==> src/rtl/counter_updown4b_pkg.sv <==
// Shared direction encodings and terminal-value helper for the up/down counter family.
package counter_pkg;

    localparam logic DIR_UP   = 1'b0;
    localparam logic DIR_DOWN = 1'b1;

    // Counting up ends at MOD-1; counting down ends at 0.
    function automatic int unsigned tc_value(input logic dir, input int unsigned mod);
        return (dir == DIR_UP) ? (mod - 1) : 0;
    endfunction

endpackage

==> src/rtl/counter_updown4b_if.sv <==
// Control and status bundle between a counter stage and whatever drives it.
interface counter_updown4b_if #(
    parameter int WIDTH = 4
);
    logic             en;
    logic             ci;
    logic             dir;
    logic             ld;
    logic [WIDTH-1:0] d;
    logic [WIDTH-1:0] Q;
    logic             Rc;
    logic             tc;

    modport master (
        output en, ci, dir, ld, d,
        input  Q, Rc, tc
    );

    modport slave (
        input  en, ci, dir, ld, d,
        output Q, Rc, tc
    );
endinterface

==> src/rtl/counter_updown4b_nextstate.sv <==
// Combinational next-count: load with saturation, then up/down modulo step, else hold.
module counter_nextstate
    import counter_pkg::*;
#(
    parameter int WIDTH = 4,
    parameter int MOD   = 16
) (
    input  logic [WIDTH-1:0] q_i,
    input  logic [WIDTH-1:0] d_i,
    input  logic             ld_i,
    input  logic             en_i,
    input  logic             ci_i,
    input  logic             dir_i,
    output logic [WIDTH-1:0] q_o
);

    localparam logic [WIDTH-1:0] MAX = WIDTH'(tc_value(DIR_UP, unsigned'(MOD)));
    localparam logic [WIDTH-1:0] ONE = WIDTH'(1);

    always_comb begin
        q_o = q_i;
        if (ld_i) begin
            // Loads above the modulus clamp to the top value so Q stays in range.
            q_o = (d_i > MAX) ? MAX : d_i;
        end else if (en_i && ci_i) begin
            if (dir_i == DIR_UP) begin
                q_o = (q_i == MAX) ? '0 : q_i + ONE;
            end else begin
                q_o = (q_i == '0) ? MAX : q_i - ONE;
            end
        end
    end

endmodule

==> src/rtl/counter_updown4b.sv <==
// Loadable, cascadable up/down modulo counter stage: count register plus combinational tc/Rc.
module counter_updown4b
    import counter_pkg::*;
#(
    parameter int WIDTH = 4,
    parameter int MOD   = 16
) (
    input  logic             clk,
    input  logic             rst,
    counter_updown4b_if.slave bus
);

    if (WIDTH < 2 || WIDTH > 8 || MOD < 2 || MOD > (1 << WIDTH)) begin : g_bad_param
        $error("counter_updown4b: WIDTH or MOD out of legal range");
    end

    localparam logic [WIDTH-1:0] TC_UP   = WIDTH'(tc_value(DIR_UP, unsigned'(MOD)));
    localparam logic [WIDTH-1:0] TC_DOWN = WIDTH'(tc_value(DIR_DOWN, unsigned'(MOD)));

    logic [WIDTH-1:0] q_q;
    logic [WIDTH-1:0] q_d;
    logic             tc_w;

    counter_nextstate #(
        .WIDTH (WIDTH),
        .MOD   (MOD)
    ) u_nextstate (
        .q_i   (q_q),
        .d_i   (bus.d),
        .ld_i  (bus.ld),
        .en_i  (bus.en),
        .ci_i  (bus.ci),
        .dir_i (bus.dir),
        .q_o   (q_d)
    );

    always_ff @(posedge clk or posedge rst) begin
        if (rst) begin
            q_q <= '0;
        end else begin
            q_q <= q_d;
        end
    end

    // tc and Rc are combinational so a chained stage sees the carry in the same cycle.
    assign tc_w   = (q_q == ((bus.dir == DIR_UP) ? TC_UP : TC_DOWN));
    assign bus.tc = tc_w;
    assign bus.Rc = tc_w & bus.en & bus.ci;
    assign bus.Q  = q_q;

endmodule

==> src/flat_wrapper.sv <==
// flat-port wrapper written by rule: the top's interface ports become plain ports
module counter_updown4b_flat import counter_pkg::*;
#(
    parameter int WIDTH = 4,
    parameter int MOD   = 16
)
  (clk, rst, bus_en, bus_ci, bus_dir, bus_ld, bus_d, bus_Q, bus_Rc, bus_tc);
  counter_updown4b_if #(.WIDTH(WIDTH)) bus_i ();
  input  logic clk;
  input  logic rst;
  input wire logic [$bits(bus_i.en)-1:0] bus_en;
  input wire logic [$bits(bus_i.ci)-1:0] bus_ci;
  input wire logic [$bits(bus_i.dir)-1:0] bus_dir;
  input wire logic [$bits(bus_i.ld)-1:0] bus_ld;
  input wire logic [$bits(bus_i.d)-1:0] bus_d;
  output wire logic [$bits(bus_i.Q)-1:0] bus_Q;
  output wire logic [$bits(bus_i.Rc)-1:0] bus_Rc;
  output wire logic [$bits(bus_i.tc)-1:0] bus_tc;
  assign bus_i.en = bus_en;
  assign bus_i.ci = bus_ci;
  assign bus_i.dir = bus_dir;
  assign bus_i.ld = bus_ld;
  assign bus_i.d = bus_d;
  assign bus_Q = bus_i.Q;
  assign bus_Rc = bus_i.Rc;
  assign bus_tc = bus_i.tc;
  counter_updown4b #(.WIDTH(WIDTH), .MOD(MOD)) u_core (.clk(clk), .rst(rst), .bus(bus_i));
endmodule
==> config.mk <==
export PLATFORM = sky130hd
export DESIGN_NAME = counter_updown4b_flat
export DESIGN_NICKNAME = d
export VERILOG_FILES = /design/src/rtl/counter_updown4b_pkg.sv /design/src/rtl/counter_updown4b_if.sv /design/src/rtl/counter_updown4b_nextstate.sv /design/src/rtl/counter_updown4b.sv /design/src/flat_wrapper.sv
export SDC_FILE = /design/constraint.sdc
export NUM_CORES = 1
export LEC_CHECK = 0
export CAP_MARGIN = 20
export CORE_AREA = 2 2 39 41
export DETAILED_ROUTE_END_ITERATION = 10
export DIE_AREA = 0 0 41 43
export SETUP_SLACK_MARGIN = 0.1
export SYNTH_ARGS = -nofsm -noshare
export SYNTH_HDL_FRONTEND = slang
export SYNTH_HIERARCHICAL = 1
export SYNTH_SLANG_ARGS = --single-unit
==> constraint.sdc <==
create_clock -name clk -period 2.1 [get_ports clk]
set_input_delay 0.315 -clock clk [delete_from_list [all_inputs] [get_ports clk]]
set_output_delay 0.315 -clock clk [all_outputs]
set_load 0.02 [all_outputs]
==> metrics.txt <==
clk sink count 4; worst skew pair latency 0.23 ns; Rel. slew slack 0.7884; final hold viol count 0; hold_buf cts 0; DRC violations left 0; hpwl dp 713.2 µm; Adder-Cell Fraction of Synth Area 0.06873; combinational power share 0.419; unrepaired setup endpoints after global routing false; Syn-to-layout area delta 58.42%; CTS tree yes; maxcap violations 0; Die Footprint 1763 µm²; post-DR vias/cell 4.902; FF-to-FF Start u_core/bus.Q[1]; Synth Cell Area 364.1 µm²; filler instances 166; grt total ovfl 0; CP endpoint kind output port; Power Density 560.3 nW/µm²; Hold Crit Class input port to asynchronous set/reset pin; largest family of logic cells by synthesized area compound AO/OA/AOI/OAI gates; Synth Register Bits 4; Die Y 43 µm; actual slew at the worst max-slew pin 0.3174 ns; vias in the first global route 335; post-synthesis average cell area 8.275 µm²; Slew Limit Fails 0; Layout Nets 80; Clock Skew 0.002164 ns; Setup crit start bus_dir; final antenna-violating net count 0; Layout Cells excl Fill 82; Clock power frac 0.283; P_leak 0.2467 nW; Cell Int Power 220.3 µW; Sum Neg Setup Slack 0 ns; total power 323.2 µW; run status finished clean; CTS clk-pin slew, worst paths 0.04 ns; Final setup viols 0; number of distinct library cells after synthesis 25; sw frac 0.3182; Max H-tree Level 1; largest net degree at the start of global routing 11; cts repair resizes 7; root buf cell clkbuf_4; post-synthesis xor/xnor area fraction 0.04811; Die Width 41 µm; Clock Path Buffers 2; sequential area share after synthesis 0.2749; worst vdd ir 0.0003005 V; tightest hold margin 0.2623 ns; crit path kind input port to output port; GRT Total Usage 0.1229; f_max 518.9 MHz; Compound-Gate Fraction of Synth Area 0.2715; mux cell area share after synthesis 0.05498; WP data arrival 1.61 ns; initial antenna violation count 0; Setup Fix Bufs, Post-CTS 0; Ys Warns 6; # diodes 0; Post-Synthesis Cells 44; Port Buf Inserts 15; # rows 14; Initial Utilization 0.2631; drt wl/cell 11.15 µm; fin crit period 1.927 ns; Critical Path Fanout Max 2; Sw Pwr 102.9 µW; R2R cell count 4; Final Core Density 0.4168; Pre-antenna DRT Iters 4; drt total wl 914 µm; max FFs per register 4; fin crit share 0.9177; Core Box Area 1384 µm²; share of cells above drive strength 1 0.1818; first-pass GRT wire length 1469 µm; startpoint types input port; net count after synthesis 56; placed cells 79; initial drt markers 6; RD Place Congestion 0.7940; Post-Synth Simple-Gate Area 0.2302; Req. time, crit path 1.78 ns; vias 402; CTS buffer count 3; Flop pwr share 0.298; I/O pins 16
final cells by class:
type | count | area, µm² | area share
well taps | 16 | 20.02 | 0.03471
clock buffers | 3 | 22.52 | 0.03905
inverters | 5 | 18.77 | 0.03254
multi-input cells | 35 | 245.2 | 0.4252
repair buffers | 19 | 170.2 | 0.2950
flip-flops and latches | 4 | 100.1 | 0.1735
path summary, 6_finish.rpt:
path	to	slack [ns]
min in group clk	u_core/bus.Q[1]	0.65
max	bus_Rc	0.17
min	u_core/bus.Q[0]	0.26
min reg2reg	u_core/bus.Q[2]	0.73
max reg2reg	u_core/bus.Q[3]	0.47
max in group asynchronous	u_core/bus.Q[1]	1.69
worst max-delay path, cell delays in order:
cell and delay [ns]:
clkdlybuf4s50_1 0.48, or4b_1 0.46, o22ai_1 0.18, buf_2 0.18
cell usage in the layout (no fill, tap or decap), types with 2 or more instances in the layout:
cell,n
a31oi_1,2
nand2_1,3
clkbuf_4,3
dfrtp_1,4
a21oi_1,3
xnor2_1,2
o21ai_0,3
inv_1,4
ha_1,2
buf_2,2
nand4b_1,2
clkdlybuf4s50_1,13
nor2_1,3
mux2i_1,2
buf_4,4
metrics by stage:
step,cell area (µm²),worst slack [ns]
after floorplan,364.1,0.3165
after detailed placement,564.3,-0.2783
after CTS,583.1,0.1190
after global routing,576.8,0.1416
final,576.8,0.1729
after global placement,564.3,-0.2570
cells by family (layout without fill, tap and decap cells):
kind of cell | Yosys count | after routing
flops | 4 | 4
buf+inv | 5 | 27
xor+xnor | 2 | 2
mux | 2 | 2
simple gates | 14 | 14
fa+ha+maj | 2 | 2
compound gates | 15 | 15
power groups by stage:
stage / clock network (mW) / logic (mW) / registers, mW
after floorplan: 0 / 0.0542 / 0.114
after global placement: 0 / 0.137 / 0.0975
after detailed placement: 0 / 0.137 / 0.0974
after CTS: 0.0979 / 0.137 / 0.0966
after global routing: 0.105 / 0.151 / 0.0979
final: 0.0916 / 0.135 / 0.0962
layer usage:
layer,share of wire,vias to the layer above,GRT usage
met1,0.48,175,0.1591
met3,0.079,0,0.06283
met5,0,-,0
met4,0,0,0.04000
met2,0.44,17,0.1719
li1,-,210,-
synthesized netlist by cell type (all sizes together):
| cell type | number | share of area |
|---|---|---|
| dfrtp | 4 | 0.27 |
| nor2b | 1 | 0.017 |
| a211oi | 1 | 0.021 |
| mux2i | 2 | 0.055 |
| nand3 | 1 | 0.014 |
| or3 | 1 | 0.021 |
| inv | 5 | 0.052 |
| o21bai | 1 | 0.021 |
| or4b | 1 | 0.027 |
| xnor2 | 2 | 0.048 |
| a21o | 1 | 0.021 |
| ha | 2 | 0.069 |
| nor2 | 3 | 0.031 |
| nand2 | 3 | 0.031 |
| a21oi | 4 | 0.065 |
| nand4b | 2 | 0.048 |
| a31oi | 2 | 0.034 |
| a221oi | 1 | 0.024 |
| or4 | 1 | 0.021 |
| o22ai | 1 | 0.017 |
| o21ai | 3 | 0.041 |
| nand3b | 1 | 0.021 |
| a311o | 1 | 0.027 |
(Power assumes the default switching activity.)
